[src/rtl/norm_pkg.sv]
// Shared types and constants for the crop-filter -> normaliser frame sequencer.
package norm_pkg;

  typedef enum logic [2:0] {
    ST_IDLE,
    ST_CROP_ISSUE,
    ST_CROP_WAIT,
    ST_NORM,
    ST_DONE
  } seq_state_t;

  localparam int DEF_OUT_ROWS = 10;
  localparam int DEF_OUT_COLS = 10;
  localparam int FRAME_BEATS  = DEF_OUT_ROWS * DEF_OUT_COLS;
  localparam int FRAME_CNT_W  = 16;

  // Debug view of the sequencer; row/col are zero-extended into fixed fields.
  typedef struct packed {
    seq_state_t state;
    logic [7:0] row;
    logic [7:0] col;
  } seq_dbg_t;

  // Counter width for a count of n values, never narrower than one bit.
  function automatic int cnt_width(input int n);
    return (n > 1) ? $clog2(n) : 1;
  endfunction

endpackage

[src/rtl/rowcol_counter.sv]
// Row/column position of the current output beat within a frame.
module rowcol_counter
  import norm_pkg::*;
#(
  parameter int OUT_ROWS = DEF_OUT_ROWS,
  parameter int OUT_COLS = DEF_OUT_COLS
) (
  input  logic                             clk,
  input  logic                             rst_n,
  input  logic                             clr,
  input  logic                             adv,
  output logic [cnt_width(OUT_ROWS)-1:0]   row,
  output logic [cnt_width(OUT_COLS)-1:0]   col,
  output logic                             last_col,
  output logic                             last_beat,
  output logic                             first_beat
);

  localparam int RW = cnt_width(OUT_ROWS);
  localparam int CW = cnt_width(OUT_COLS);
  localparam logic [RW-1:0] LAST_ROW = RW'(OUT_ROWS - 1);
  localparam logic [CW-1:0] LAST_COL = CW'(OUT_COLS - 1);

  assign last_col   = (col == LAST_COL);
  assign last_beat  = last_col && (row == LAST_ROW);
  assign first_beat = (row == '0) && (col == '0);

  always_ff @(posedge clk or negedge rst_n) begin
    if (!rst_n) begin
      row <= '0;
      col <= '0;
    end else if (clr) begin
      row <= '0;
      col <= '0;
    end else if (adv) begin
      if (last_col) begin
        col <= '0;
        // Row wraps after the final beat so a non-power-of-two frame stays in range.
        row <= last_beat ? '0 : row + 1'b1;
      end else begin
        col <= col + 1'b1;
      end
    end
  end

endmodule

[src/rtl/norm_frame_sequencer.sv]
// Frame controller: launches the crop filter, gates the normaliser stream,
// counts output beats for tlast/tuser sideband and guards the frame with a watchdog.
module norm_frame_sequencer
  import norm_pkg::*;
#(
  parameter int PIXEL_BIT_WIDTH = 10,
  parameter int OUT_ROWS        = DEF_OUT_ROWS,
  parameter int OUT_COLS        = DEF_OUT_COLS,
  parameter int TIMEOUT_CYCLES  = 4096
) (
  input  logic                       clk,
  input  logic                       s_axis_resetn,
  input  logic                       ap_start,
  output logic                       ap_done,
  output logic                       ap_ready,
  output logic                       ap_idle,
  input  logic [PIXEL_BIT_WIDTH-1:0] norm_denominator,
  output logic [PIXEL_BIT_WIDTH-1:0] nr_denominator,
  output logic                       cf_ap_start,
  input  logic                       cf_ap_done,
  output logic                       norm_en,
  input  logic                       mon_tvalid,
  input  logic                       mon_tready,
  output logic                       m_axis_tlast,
  output logic                       m_axis_tuser,
  output logic [FRAME_CNT_W-1:0]     frame_count,
  output logic                       timeout_err,
  output seq_dbg_t                   dbg
);

  localparam int RW = cnt_width(OUT_ROWS);
  localparam int CW = cnt_width(OUT_COLS);
  localparam int WW = $clog2(TIMEOUT_CYCLES);
  localparam logic [WW-1:0] WD_LAST = WW'(TIMEOUT_CYCLES - 1);

  seq_state_t    state, state_next;
  logic [RW-1:0] row;
  logic [CW-1:0] col;
  logic          last_col, last_beat, first_beat;
  logic [WW-1:0] wd;
  logic          beat, start_accept, watching, progress, wd_expire;

  // A beat is a tapped tvalid&tready handshake; it only counts while norm_en is high.
  assign beat         = mon_tvalid & mon_tready & norm_en;
  assign start_accept = (state == ST_IDLE) & ap_start;
  assign watching     = (state == ST_CROP_WAIT) | (state == ST_NORM);
  assign progress     = beat | ((state == ST_CROP_WAIT) & cf_ap_done);
  assign wd_expire    = watching & ~progress & (wd == WD_LAST);

  assign ap_idle      = (state == ST_IDLE);
  assign ap_ready     = (state == ST_IDLE);
  assign cf_ap_start  = (state == ST_CROP_ISSUE);
  assign norm_en      = (state == ST_NORM);
  assign ap_done      = (state == ST_DONE);
  assign m_axis_tlast = norm_en & last_col;
  assign m_axis_tuser = norm_en & first_beat;

  rowcol_counter #(
    .OUT_ROWS (OUT_ROWS),
    .OUT_COLS (OUT_COLS)
  ) u_rowcol (
    .clk        (clk),
    .rst_n      (s_axis_resetn),
    .clr        (start_accept),
    .adv        (beat),
    .row        (row),
    .col        (col),
    .last_col   (last_col),
    .last_beat  (last_beat),
    .first_beat (first_beat)
  );

  always_comb begin
    state_next = state;
    case (state)
      ST_IDLE:       if (ap_start) state_next = ST_CROP_ISSUE;
      ST_CROP_ISSUE: state_next = ST_CROP_WAIT;
      ST_CROP_WAIT: begin
        if (cf_ap_done)     state_next = ST_NORM;
        else if (wd_expire) state_next = ST_IDLE;
      end
      ST_NORM: begin
        if (beat && last_beat) state_next = ST_DONE;
        else if (wd_expire)    state_next = ST_IDLE;
      end
      ST_DONE:       state_next = ST_IDLE;
      default:       state_next = ST_IDLE;
    endcase
  end

  always_ff @(posedge clk or negedge s_axis_resetn) begin
    if (!s_axis_resetn) begin
      state          <= ST_IDLE;
      nr_denominator <= '0;
      frame_count    <= '0;
      timeout_err    <= 1'b0;
      wd             <= '0;
    end else begin
      state <= state_next;
      if (start_accept) nr_denominator <= norm_denominator;
      if (state == ST_DONE) frame_count <= frame_count + 1'b1;
      if (wd_expire) timeout_err <= 1'b1;
      if ((state_next != state) || beat) wd <= '0;
      else if (watching)                 wd <= wd + 1'b1;
    end
  end

  always_comb begin
    dbg       = '0;
    dbg.state = state;
    dbg.row   = 8'(row);
    dbg.col   = 8'(col);
  end

endmodule

[config.mk]
export PLATFORM = sky130hd
export DESIGN_NAME = norm_frame_sequencer
export DESIGN_NICKNAME = d
export VERILOG_FILES = /design/src/rtl/norm_pkg.sv /design/src/rtl/rowcol_counter.sv /design/src/rtl/norm_frame_sequencer.sv
export SDC_FILE = /design/constraint.sdc
export NUM_CORES = 1
export LEC_CHECK = 0
export BUFFER_PORTS_ARGS = -buffer_cell sky130_fd_sc_hd__buf_4
export CAP_MARGIN = 5
export CORE_MARGIN = 2
export CORE_UTILIZATION = 45
export CTS_CLUSTER_DIAMETER = 200
export CTS_CLUSTER_SIZE = 30
export DETAILED_ROUTE_END_ITERATION = 16
export PLACE_DENSITY = 0.7
export SLEW_MARGIN = 20
export SYNTH_ARGS = -nofsm -noshare
export SYNTH_HDL_FRONTEND = slang
export SYNTH_SLANG_ARGS = --single-unit
[constraint.sdc]
create_clock -name clk -period 2.5 [get_ports clk]
set_clock_uncertainty 0.1 [all_clocks]
set_input_delay 0.5 -clock clk [delete_from_list [all_inputs] [get_ports clk]]
set_output_delay 0.5 -clock clk [all_outputs]
set_load 0.02 [all_outputs]
==> impl_results.md, run 1 <==
* Final setup viols at 0
* Chip width at ~80 um
* Ys async rst share at 100%
* Cts hold-fix bufs at 0
* Total number of vias at a little under 2,000
* Setup WS pre-CTS at 0.445 ns
* Hold slack at 0.107 ns
* Largest family of logic cells by synthesized area: simple AND/OR/NAND/NOR gates
* Final Util at 57.6%
* Avg Cell Area, Syn at 10.6 um2
* Critical setup path kind: flop to primary output
* FP Rows at 27
* # IOs at 69
* Die Ht at 80.2 um
* Critical path origin: state[2]
* CP Max Fanout at 9
* # H-tree levels at 2
* Root buf cell: clkbuf_8
* Final wirelength at 5030 um
* Status: complete, no violations
* First-pass GRT wire length at 8430 um
* Max Cap Violations at 0
* Post-synth EDFFs at 0
* Die area at 6430 um2
* YS warnings at 0
* Share of cells above drive strength 1 at approximately 33%
* Syn Inst Count at 246
* Worst-Margin Slew at between 0.6 and 0.7 ns
* Clock Pin Slew Worst Setup and Hold Paths at 0.09 ns
* #FFs+latches synth at 50
* Pwr Density at 624 nW/um2
* Largest net degree at the start of global routing at 51
* Tot Pwr at 2.00 mW
* Critical R2R Capture: wd[0]
* Reg2reg path depth at 5
* Number of port buffers at 60
* Core Box Area at 5570 um2
* Simple-gate area share of the yosys netlist at 29.1%
* RSZ-0062 raised after global routing: no
* Post-route setup TNS at 0 ns
* Fraction of the mapped netlist area in compound gates at under 10%
* Initial DRC Count at 94
* Vias per cell at 5.04
* Placed wire-length estimate at approximately 3700 um
* Area contributors post-synth: dfrtp_1 48%, nand2_1 6.9%, xnor2_1 5.7%
* DRC Markers at 0
* Post-DRT Antenna Nets at 0
* Worst Setup Start Kind: flop
* Total Routing Usage GR at 16.7%
* CTS Buf Count at 5
* Layout Nets at around 330
* Max-slew violations at 0
* Post-CTS setup buffer count at 0
* Tmin final at 2.31 ns
* Most common flop cell mapped by yosys: dfrtp_1
* Total grt overflow at 0
* Post-Synth XOR/XNOR Area at 9.72%
* Antenna cells at 0
* Initial Util at 46.9%
* CP Capture Type: primary output
* Worst EP required at 1.90 ns
* Clock sinks at 50
* Arr. time, crit path at ~1.7 ns
* Sequential share of the synthesized area at 47.9%
* Top-area cell type share of the netlist area at 47.9%
* Vias in the first global route at 1,880
* CTS Buffer Depth at 2
* Relative slew slack at about three fifths
* Most frequent cell after synthesis: dfrtp_1
* Leakage at between 1.5 and 2 nW
* Adder-cell share of the synthesized area at about 2.4%
* Mapped Area at 2610 um2
* Post-cts sizing count at 0
* Largest area contributor in the netlist: dfrtp_1
* Final Cycle Share at 92.4%
* Drt pass-1 iters at 4
* Fmax achieved at 433 MHz
* VDD IR max at roughly 0.00054 V
* Min-Delay Path Class: input port to asynchronous set/reset pin
* Per-cell routed wire length at 13.2 um
* Post-synth top cells: 50 x dfrtp_1, 48 x nand2_1, 17 x xnor2_1
* Final Hold Vio Count at 0
* Area growth, synth to finish at 22.7%
* Worst skew pair latency at 0.30 ns
* Reg2Reg Launch Point: state[2]
* PnR worst setup slack at ~0.19 ns
* R2r setup slk at between 0.4 and 0.5 ns
* Initial antenna violation count at 0
* Mux cell area share after synthesis at 1.20%
* Unique masters post-synth at 51
* Placer congestion estimate at 0.805
* CTS tree: built
[worst max-delay path, stage by stage (launching register included)]
cell     delay, ns
dfrtp_2       0.47
and2b_2       0.29
nand2_1       0.12
inv_1         0.11
nand2_1       0.05
nor4_1        0.18
buf_4         0.19
[stage by stage]
stage	cells	area, um2
final	381	3210
after global routing	381	3210
after CTS	381	3200
after detailed placement	373	3090
after global placement	373	3090
after floorplan	253	2640
[logic make-up (layout without fill, tap and decap cells)]
logic type / Yosys count / in the layout
flip-flops: 50 / 50
adder cells (fa/ha/maj): 5 / 5
multiplexers: 3 / 3
AND/OR/NAND/NOR: 124 / 124
XOR/XNOR: 29 / 29
AO/OA/AOI/OAI: 13 / 13
buffers and inverters: 21 / 77
other: 1 / 8
[cells in the final DEF, fill, tap and decap left out, drive strengths merged, types with 3 or more instances in the layout]
cell type  count
and2           3
conb           8
and4           5
inv            4
nand4          8
buf           65
dfrtp         50
nand2b         3
nor2           9
a21oi          5
ha             5
xnor2         17
nor3          16
nand3         15
xor2          12
nor4           3
clkbuf         6
nand2         48
[cell type report]
class | instances | area, um2
clock buffer | 6 | 72.6
inverter | 4 | 15.0
sequential | 50 | 1250
clock inverter | 2 | 37.5
timing repair buffer | 65 | 488
fill | 513 | 2370
tap | 72 | 90.1
multi-input combinational | 182 | 1250
[metal layers]
layer  global-route usage (%)  vias to the layer above  wire length, um
met3                     4.04                        4              237
li1                         -                      950                -
met4                     4.92                        0               34
met2                     27.8                       44             2430
met5                        0                        -                0
met1                     21.5                      924             2330
[registers in the layout, indices dropped and copies added (netlist names)]
signal and cells:
frame_count 16, wd 12, nr_denominator 10, u_rowcol.col 4
u_rowcol.row 4, state 3, timeout_err 1
[worst max path at each step]
stage                         endpoint  slack (ns)  depth (start not counted)
after CTS                 m_axis_tuser        0.11                          6
after global placement    m_axis_tuser        0.44                          6
after detailed placement         wd[6]        0.45                          5
after floorplan           m_axis_tuser        0.09                          6
final                     m_axis_tuser        0.19                          6
after global routing      m_axis_tuser       0.009                          6
[report_power, final]
part | internal, mW | switching, mW | total, mW
combinational | 0.207 | 0.246 | 0.452
clock | 0.299 | 0.255 | 0.553
sequential | 0.881 | 0.116 | 0.997
(Power assumes the default switching activity.)
==> inputs of run 2 (changes only) <==
--- a/config.mk
+++ b/config.mk
@@ -17,3 +17,4 @@
 export SYNTH_ARGS = -nofsm -noshare
 export SYNTH_HDL_FRONTEND = slang
 export SYNTH_SLANG_ARGS = --single-unit
+export TNS_END_PERCENT = 100
==> constraint.sdc (replaced) <==
create_clock -name clk -period 2.8 [get_ports clk]
set_clock_uncertainty 0.1 [all_clocks]
set_input_delay 0.56 -clock clk [delete_from_list [all_inputs] [get_ports clk]]
set_output_delay 0.56 -clock clk [all_outputs]
set_load 0.02 [all_outputs]
==> impl_results.md, run 2 (synthesis results as in run 1) <==
* Post-DRT Antenna Nets at 0 (unchanged)
* Vias per cell at 5.10 (was 5.04)
* Reg2reg path depth at 4 (was 5)
* First-pass GRT wire length at 8470 um (was 8430 um)
* Final Hold Vio Count at 0 (unchanged)
* Post-cts sizing count at 0 (unchanged)
* Critical R2R Capture: wd[0] (unchanged)
* Antenna cells at 0 (unchanged)
* Largest net degree at the start of global routing at 51 (unchanged)
* Status: complete, no violations (unchanged)
* CP Capture Type: primary output (unchanged)
* Worst-Margin Slew at 0.614 ns (was 0.624 ns)
* Die Ht at 80.2 um (unchanged)
* Post-route setup TNS at 0 ns (unchanged)
* DRC Markers at 0 (unchanged)
* Total grt overflow at 0 (unchanged)
* PnR worst setup slack at 0.353 ns (was 0.189 ns)
* Worst skew pair latency at 0.30 ns (about the same)
* Placed cell count at 370 (was 373)
* Root buf cell: clkbuf_8 (unchanged)
* # IOs at 69 (unchanged)
* Max-slew violations at 0 (unchanged)
* Core Box Area at 5570 um2 (unchanged)
* Worst EP required at 2.14 ns (was 1.90 ns)
* Area growth, synth to finish at 20.7% (was 22.7%)
* FP Rows at 27 (unchanged)
* Total Routing Usage GR at 16.6% (was 16.7%)
* Total number of vias at 1,928 (was 1,922)
* Most flop-heavy register: frame_count (unchanged)
* Largest registers: frame_count: 16 flops, wd: 12 flops, nr_denominator: 10 flops (unchanged)
* Min-Delay Path Class: input port to asynchronous set/reset pin (unchanged)
* Final setup viols at 0 (unchanged)
* # H-tree levels at 2 (unchanged)
* Initial Util at 46.9% (unchanged)
* CTS tree: built (unchanged)
* Layout Cells excl Fill at 378 (was 381)
* Largest register FFs at 16 (unchanged)
* Reg2Reg Launch Point: state[1] (was state[2])
* Tmin final at 2.45 ns
* CTS Buffer Depth at 2 (unchanged)
* RSZ-0062 raised after global routing: no (unchanged)
* Critical setup path kind: flop to primary output (unchanged)
* Worst Setup Start Kind: flop (unchanged)
* Chip width at 80.2 um (unchanged)
* Pwr Density at 541 nW/um2 (was 624 nW/um2)
* Relative slew slack at 58.8% (was 58.4%)
* Cts hold-fix bufs at 0 (unchanged)
* VDD IR max at 0.000464 V (was 0.000539 V)
* Most common cell after layout, fill and taps aside: buf_4 (unchanged)
* Max Cap Violations at 0 (unchanged)
* Initial antenna violation count at 0 (unchanged)
* Clock Pin Slew Worst Setup and Hold Paths at 0.09 ns (about the same)
* Setup WS pre-CTS at 0.690 ns (was 0.445 ns)
* Placer congestion estimate at 0.825 (was 0.805)
* Vias in the first global route at 1,836 (was 1,880)
* Critical path origin: state[1] (was state[2])
* Arr. time, crit path at 1.79 ns (was 1.71 ns)
* Post-CTS setup buffer count at 0 (unchanged)
* Share of cells above drive strength 1 at 31.4% (was 33.0%)
* CTS Buf Count at 5 (unchanged)
* Clock sinks at 50 (unchanged)
* Drt pass-1 iters at 4 (unchanged)
* Final wirelength at 5010 um (was 5030 um)
* Most frequent cells in the layout: 62 x buf_4, 50 x dfrtp_1, 48 x nand2_1 (was 65 x buf_4, 48 x nand2_1, 48 x dfrtp_1)
* Initial DRC Count at 72 (was 94)
* Die area at 6430 um2 (unchanged)
* Number of port buffers at 60 (unchanged)
* R2r setup slk at 0.69 ns (was 0.48 ns)
* Layout Nets at 326 (was 329)
* Leakage at 1.60 nW (was 1.62 nW)
* Per-cell routed wire length at 13.2 um (about the same)
* CP Max Fanout at 9 (unchanged)
* Fmax achieved at 409 MHz
* Final Cycle Share at 87.4%
* Placed wire-length estimate at 3710 um (about the same)
## run 2: layer usage
metal | up-vias | share of wire (%) | GRT usage, %
met5 | - | 0 | 0
met4 | 0 | 0.54 | 3.56
met3 | 4 | 4.7 | 3.71
met2 | 47 | 47 | 27.6
met1 | 931 | 47 | 22.3
li1 | 946 | - | -
## run 2: power breakdown
| part | switching, mW | internal, mW |
|---|---|---|
| clock network | 0.245 | 0.176 |
| registers | 0.103 | 0.787 |
| logic | 0.220 | 0.178 |
## run 2: worst max path at each step
stage,endpoint,slack [ns],cells after the start
4_1_cts,m_axis_tuser,0.33,6
2_1_floorplan,m_axis_tuser,0.33,6
5_1_grt,m_axis_tuser,0.18,6
3_5_place_dp,wd[0],0.69,4
6_report,m_axis_tuser,0.35,6
3_3_place_gp,m_axis_tuser,0.72,6
## run 2: layout make-up
cell class	instances	area, um2
Timing Repair Buffer	62	465
Sequential cell	50	1250
Inverter	4	15.0
Clock inverter	3	21.3
Tap cell	72	90.1
Multi-Input combinational cell	182	1240
Clock buffer	5	68.8
Fill cell	513	2420
## run 2: worst max-delay path, cell delays in order, from the launching register on
cell and delay (ns):
dfrtp_1 0.53, and2b_1 0.28, nand2_1 0.14, inv_1 0.11, nand2_1 0.05, nor4_1 0.18, buf_4 0.19
## run 2: per-stage QoR
| stage | hold WS [ns] | util [%] | power [mW] | instance area, um2 |
|---|---|---|---|---|
| 2_1_floorplan | 0.164 | - | 1.14 | 2640 |
| 3_3_place_gp | 0.361 | 55.0 | 1.29 | 3070 |
| 3_5_place_dp | 0.368 | 55.0 | 1.30 | 3070 |
| 4_1_cts | 0.185 | 56.6 | 1.73 | 3160 |
| 5_1_grt | 0.207 | 56.6 | 1.81 | 3160 |
| 6_report | 0.161 | 56.6 | 1.71 | 3160 |
